## src/rtl/cnv_row_acc.sv

```systemverilog
// Row-accumulation stage: sums K MAC taps per beat, adds the stored partial sum,
// and optionally applies ReLU/shift/clamp on the final pass before writeback.
module cnv_row_acc #(
    parameter int K       = 3,
    parameter int MAC_W   = 20,
    parameter int PSUM_W  = 24,
    parameter int ROW_LEN = 16,
    parameter int OUT_W   = 8,
    localparam int AW     = (ROW_LEN > 1) ? $clog2(ROW_LEN) : 1
) (
    input  logic                 clk,
    input  logic                 rst_n,
    input  logic                 cnv_sta,
    input  logic                 cnv_abt,
    input  logic                 cfg_first,
    input  logic                 cfg_last,
    input  logic [4:0]           cfg_shift,
    input  logic [AW:0]          cfg_len,
    input  logic                 mac_vld,
    output logic                 mac_rdy,
    input  logic [K*MAC_W-1:0]   mac_dat,
    output logic                 psum_rd_en,
    output logic [AW-1:0]        psum_rd_addr,
    input  logic [PSUM_W-1:0]    psum_rd_dat,
    output logic                 out_vld,
    input  logic                 out_rdy,
    output logic [AW-1:0]        out_addr,
    output logic [PSUM_W-1:0]    out_dat,
    output logic                 row_done,
    output logic                 busy,
    output logic                 sat_flg
);

    localparam int TS_W = MAC_W + $clog2(K);
    localparam logic [AW:0]       LEN_MAX  = (AW+1)'(ROW_LEN);
    localparam logic [PSUM_W-1:0] PSUM_POS = {1'b0, {(PSUM_W-1){1'b1}}};
    localparam logic [PSUM_W-1:0] PSUM_NEG = {1'b1, {(PSUM_W-1){1'b0}}};
    localparam logic [PSUM_W-1:0] ACT_MAX  = PSUM_W'((64'd1 << OUT_W) - 64'd1);

    generate
        if (TS_W > PSUM_W) begin : g_width_check
            $error("cnv_row_acc: tap-sum width exceeds PSUM_W");
        end
    endgenerate

    typedef enum logic [1:0] {IDLE, RUN, DRAIN} state_t;

    state_t              state, state_nxt;
    logic                first_r, last_r;
    logic [4:0]          shift_r;
    logic [AW:0]         len_r, cnt, cnt_inc, len_eff;
    logic                s1_vld, s2_vld, rd_pend;
    logic [PSUM_W-1:0]   s1_tap, s1_psum, s2_dat;
    logic [AW-1:0]       s1_addr, s2_addr;
    logic                s1_adv, accept, start;
    logic signed [TS_W-1:0] tap_sum;
    logic [PSUM_W-1:0]   psum_use, acc_sat, relu, shifted, act, res;
    logic [PSUM_W:0]     acc;
    logic                ovf;

    assign s1_adv       = ~s2_vld | out_rdy;
    assign mac_rdy      = (state == RUN) & (~s1_vld | s1_adv);
    assign accept       = mac_vld & mac_rdy;
    assign start        = (state == IDLE) & cnv_sta & ~cnv_abt;
    assign cnt_inc      = cnt + {{AW{1'b0}}, 1'b1};
    assign len_eff      = (cfg_len == '0 || cfg_len > LEN_MAX) ? LEN_MAX : cfg_len;
    assign psum_rd_en   = accept & ~first_r;
    assign psum_rd_addr = cnt[AW-1:0];
    assign busy         = (state != IDLE);
    assign out_vld      = s2_vld;
    assign out_addr     = s2_addr;
    assign out_dat      = s2_dat;

    always_comb begin
        state_nxt = state;
        row_done  = 1'b0;
        case (state)
            IDLE:    if (cnv_sta) state_nxt = RUN;
            RUN:     if (accept && cnt_inc == len_r) state_nxt = DRAIN;
            DRAIN: begin
                if (!s1_vld && !s2_vld) begin
                    row_done  = 1'b1;
                    state_nxt = IDLE;
                end
            end
            default: state_nxt = IDLE;
        endcase
        if (cnv_abt) begin
            state_nxt = IDLE;
            row_done  = 1'b0;
        end
    end

    always_ff @(posedge clk or negedge rst_n) begin
        if (!rst_n) state <= IDLE;
        else        state <= state_nxt;
    end

    always_comb begin
        tap_sum = '0;
        for (int i = 0; i < K; i++) begin
            tap_sum = tap_sum + TS_W'($signed(mac_dat[i*MAC_W +: MAC_W]));
        end
    end

    // Read data is only on the bus the cycle after the read; afterwards use the captured copy.
    always_comb begin
        psum_use = first_r ? '0 : (rd_pend ? psum_rd_dat : s1_psum);
        acc      = {s1_tap[PSUM_W-1], s1_tap} + {psum_use[PSUM_W-1], psum_use};
        ovf      = acc[PSUM_W] != acc[PSUM_W-1];
        acc_sat  = ovf ? (acc[PSUM_W] ? PSUM_NEG : PSUM_POS) : acc[PSUM_W-1:0];
        relu     = acc_sat[PSUM_W-1] ? '0 : acc_sat;
        shifted  = relu >> shift_r;
        act      = (shifted > ACT_MAX) ? ACT_MAX : shifted;
        res      = last_r ? act : acc_sat;
    end

    always_ff @(posedge clk or negedge rst_n) begin
        if (!rst_n) begin
            first_r <= 1'b0;
            last_r  <= 1'b0;
            shift_r <= '0;
            len_r   <= '0;
            cnt     <= '0;
        end else if (start) begin
            first_r <= cfg_first;
            last_r  <= cfg_last;
            shift_r <= cfg_shift;
            len_r   <= len_eff;
            cnt     <= '0;
        end else if (accept) begin
            cnt     <= cnt_inc;
        end
    end

    always_ff @(posedge clk or negedge rst_n) begin
        if (!rst_n) begin
            s1_vld  <= 1'b0;
            s1_tap  <= '0;
            s1_addr <= '0;
            s1_psum <= '0;
            rd_pend <= 1'b0;
            s2_vld  <= 1'b0;
            s2_addr <= '0;
            s2_dat  <= '0;
            sat_flg <= 1'b0;
        end else begin
            rd_pend <= psum_rd_en & ~cnv_abt;
            if (rd_pend) s1_psum <= psum_rd_dat;
            if (start) sat_flg <= 1'b0;
            if (cnv_abt) begin
                s1_vld <= 1'b0;
                s2_vld <= 1'b0;
            end else begin
                if (accept) begin
                    s1_vld  <= 1'b1;
                    s1_tap  <= PSUM_W'(tap_sum);
                    s1_addr <= cnt[AW-1:0];
                end else if (s1_adv) begin
                    s1_vld  <= 1'b0;
                end
                if (s1_adv) begin
                    s2_vld <= s1_vld;
                    if (s1_vld) begin
                        s2_addr <= s1_addr;
                        s2_dat  <= res;
                        if (ovf) sat_flg <= 1'b1;
                    end
                end
            end
        end
    end

endmodule

```

## config.mk

```make
export PLATFORM = sky130hd
export DESIGN_NAME = cnv_row_acc
export DESIGN_NICKNAME = d
export VERILOG_FILES = /design/src/rtl/cnv_row_acc.sv
export SDC_FILE = /design/constraint.sdc
export NUM_CORES = 1
export LEC_CHECK = 0
export CAP_MARGIN = 20
export CORE_MARGIN = 2
export CORE_UTILIZATION = 60
export CTS_CLUSTER_DIAMETER = 100
export DETAILED_ROUTE_END_ITERATION = 8
export HOLD_SLACK_MARGIN = 0.03
export PLACE_DENSITY = 0.88
export SETUP_SLACK_MARGIN = 0.2
export SLEW_MARGIN = 25
export SYNTH_ARGS = -nofsm -noshare
export SYNTH_HDL_FRONTEND = slang
export SYNTH_SLANG_ARGS = --single-unit
export TNS_END_PERCENT = 20
```

## constraint.sdc

```tcl
create_clock -name clk -period 12.6 [get_ports clk]
set_clock_uncertainty 0.1 [all_clocks]
set_input_delay 2.52 -clock clk [delete_from_list [all_inputs] [get_ports clk]]
set_output_delay 2.52 -clock clk [all_outputs]
set_load 0.02 [all_outputs]
```

==> impl.org <==
** Global routing
- Fraction of met3 tracks used by global routing :: 7.77%
- After global routing, the most crowded layer is met2.
- Met2 GRT Util :: 57.0%
- Combined global-route utilization of all metal layers :: 35.0%
- The number of antenna violations at the first check in global routing is 0.
- The via count of the first global-routing pass came to 8,343.
- Sum of overflow across all layers after global routing :: 0
- The first global-routing pass estimated 43,900 µm of wire.
- Pin count of the biggest net entering global routing :: 68
- Met1 layer usage reported by global route :: 46.1%

** Floorplan
- In this run the core area contains 44 standard-cell rows.
- Pin placement for this block handled 140 I/O pins.
- The floorplan step set the die width to 124 µm.
- Initial Utilization :: 60.6%
- Die Height :: 124 µm
- The core region is 14,400 µm².
- Die Area :: 15,500 µm²

** Setup path
- Sort of element at the start of the critical path :: input port
- Across all register-to-register paths, the minimum setup slack is 4.51 ns.
- R2R depth :: 24
- The worst setup path is captured at a flop.
- The worst setup path is of the in -> reg kind.
- Data on the critical path is required at its endpoint by 12.71 ns.
- Data on the critical path arrives at its endpoint at 10.00 ns.
- The worst register-to-register path begins at rd_pend.
- Worst-path maximum fanout :: 31
- Crit Reg-Reg Endpoint :: out_dat[2]

** Clock network
- Buffers inserted to repair hold after CTS numbered 0.
- The tree is rooted in a clkbuf_16.
- Postcts setup bufs :: 0
- CTS built an H-tree with a depth of 3.
- Number of clock sinks seen by CTS :: 101
- Clock latency on the worst-skew pair :: 0.36 ns
- Clock-pin slew of the registers on the worst-case setup and hold paths :: 0.08 ns
- TritonCTS Buffers :: 9
- TritonCTS clock tree :: built
- Buffer levels on the longest clock path :: 2
- The number of gates resized after CTS was 0.

** Synthesis
- For this run, the leading register cell type out of synthesis is dfrtp_1.
- Post-Syn Nets :: 1,188
- Ys async rst share :: 100%
- The cell count after synthesis came out at 1,016.
- The synthesized design contains 0 enable-type register cells.
- The synthesized netlist occupies a cell area of 8700 µm².
- In this run, synthesis produced a sequential element count of 101.
- The netlist uses 83 different library cells.
- Number of warnings printed during yosys synthesis :: 0
- Post-Syn Area per Cell :: 8.57 µm²
- After synthesis, flip-flops and latches occupy 29.0% of the total area.

** Finish
- Leaving out fill and tap cells, the most frequent cells in the layout are clkdlybuf4s50_1, nand2_1, dfrtp_1.
- Cells fill 72.7% of the core in the end.
- The number of antenna diodes in the final layout is 0.
- Net count reported at finish :: 1,285
- Post-route design area :: 10,400 µm²
- Filler Cells Inserted :: 1,041
- Of the cells placed in the final design, the portion with a size suffix greater than 1 is 6.98%.
- The library cell used most frequently in the layout, excluding fill and tap cells, is clkdlybuf4s50_1.
- Synth-to-layout area growth :: 20.1%

** Worst hold path
- The worst hold path begins at out_dat[16].
- The path with the worst hold slack has its endpoint at out_dat[16].
- Hold WC Path Type :: reg -> reg
- Worst hold path cell count :: 2

** Detailed routing
- Number of iterations in the first detailed-routing pass :: 6
- Dividing the detail-routed wire length by the instance count gives 21.0 µm.
- The final route contains 8,746 vias.
- Detailed-route vias per instance :: 6.72
- The routed design has 27,300 µm of wire.
- Number of design rule violations left after detail routing :: 0
- Detailed Route Iter0 Violations :: 1,106
- Once detail routing completed, the nets flagged for antenna violations numbered 0.

** STA
- Dividing the final minimum period by the clock period gives 78.5%.
- FMAX :: 0.101 GHz
- Setup repair after global routing left no endpoint under its margin.
- Setup violations remaining at the end of the flow were counted as 0.
- Counting I/O delays and the setup requirement, the final critical path takes 9.90 ns.
- Slew margin rel. :: 37.0%
- Post-route setup slack :: 2.70 ns
- At the pin with the least slew margin, the transition time is 0.945 ns.
- The max-slew violation total from the final report came to 0.
- Number of hold-slack violations in the final timing report :: 0
- Setup TNS :: 0 ns

** Job
- Max-cap violation count :: 0

** Placed design
- Worst setup slack before clock tree synthesis :: 2.59 ns
- PortBufs :: 139
- After detailed placement, the total cell area comes to 10,100 µm².
- GPL Wtd Cong :: 1.03
- HPWL Detailed :: 21,200 µm

** Run status
- The run finished with clean final reports.
==> Yosys cell counts, types with 12 or more instances <==
| master | number | share of area (%) |
|---|---|---|
| dfrtp_1 | 101 | 29 |
| a211oi_1 | 17 | 1.5 |
| nand3_1 | 13 | 0.75 |
| a21o_1 | 21 | 1.8 |
| nor3_1 | 24 | 1.4 |
| xnor2_1 | 17 | 1.7 |
| mux2_2 | 34 | 4.4 |
| xor2_1 | 21 | 2.1 |
| fa_1 | 22 | 5.1 |
| nor2b_1 | 31 | 2.2 |
| nand2_1 | 122 | 5.3 |
| o21a_1 | 12 | 1.0 |
| ha_1 | 48 | 6.9 |
| o21ai_0 | 80 | 4.6 |
| a21oi_1 | 44 | 2.5 |
| a31oi_1 | 21 | 1.5 |
| inv_1 | 21 | 0.91 |
| clkbuf_1 | 49 | 2.1 |
| nor2_1 | 84 | 3.6 |
==> worst max-delay path by stage <==
stage | from | endpoint | slack (ns) | depth (start not counted)
final | psum_rd_dat[1] | out_dat[2] | 2.70 | 24
after CTS | psum_rd_dat[1] | out_dat[2] | 2.93 | 24
after global placement | psum_rd_dat[3] | out_dat[0] | 2.83 | 24
after detailed placement | psum_rd_dat[1] | out_dat[2] | 2.59 | 24
after floorplan | psum_rd_dat[13] | out_dat[0] | 4.99 | 25
after global routing | psum_rd_dat[1] | out_dat[4] | 2.30 | 24
==> final cells by class <==
type	instances	area, µm²	share of cell area, %
sequential	101	2530	24.2
clock buffer	9	225	2.16
tap	184	230	2.20
inverter	23	86.3	0.826
multi-input combinational	833	5850	56.0
timing repair buffer	145	1430	13.7
clock inverter	7	93.8	0.898
==> metal layers <==
metal  up-vias  wire length (µm)
li1       3957                 -
met1      4177             11100
met2       519             12700
met3        93              2550
met4         0               967
met5         -                 0
==> through the flow <==
| step | hold WS, ns | instances |
|---|---|---|
| final | 0.379 | 1302 |
| after global routing | 0.401 | 1302 |
| after CTS | 0.380 | 1302 |
| after detailed placement | 0.352 | 1286 |
| after global placement | 0.340 | 1286 |
| after floorplan | 0.333 | 1016 |
==> registers in the layout, summed over array words and instances, names as in the netlist, 2 cells and up <==
register,flops
s1_addr,4
s1_psum,24
shift_r,5
out_addr,4
cnt,5
out_dat,24
len_r,5
s1_tap,22
state,2
==> worst max-delay path: stages <==
cell,delay (ns)
clkdlybuf4s50_1,0.41
mux2_2,0.29
nor2b_1,0.16
ha_1,0.35
a211oi_1,0.42
o21ai_1,0.30
a21oi_2,0.34
or3_1,0.24
a31o_2,0.24
nor2b_1,0.06
o21ai_0,0.14
nand2b_1,0.09
xor2_1,0.16
ha_1,0.88
clkinv_1,0.72
nand2_1,0.64
nor2_1,0.08
mux2i_1,0.16
o311ai_1,0.14
or3_1,0.48
a211oi_1,0.29
a211oi_1,0.11
o41ai_4,0.59
a31oi_1,0.18
==> cells by family after synthesis <==
group                      synth area share [%]
and+or+nand+nor                            19.8
AOI/OAI and AO/OA                          26.0
adders and majority gates                  12.0
muxes                                      5.46
DFF                                        29.0
buffers and inverters                      3.90
xor gates and xnor gates                   3.82
Power is not shown: default switching activity piles up to over one toggle a cycle in this logic, so the estimate is an artifact.
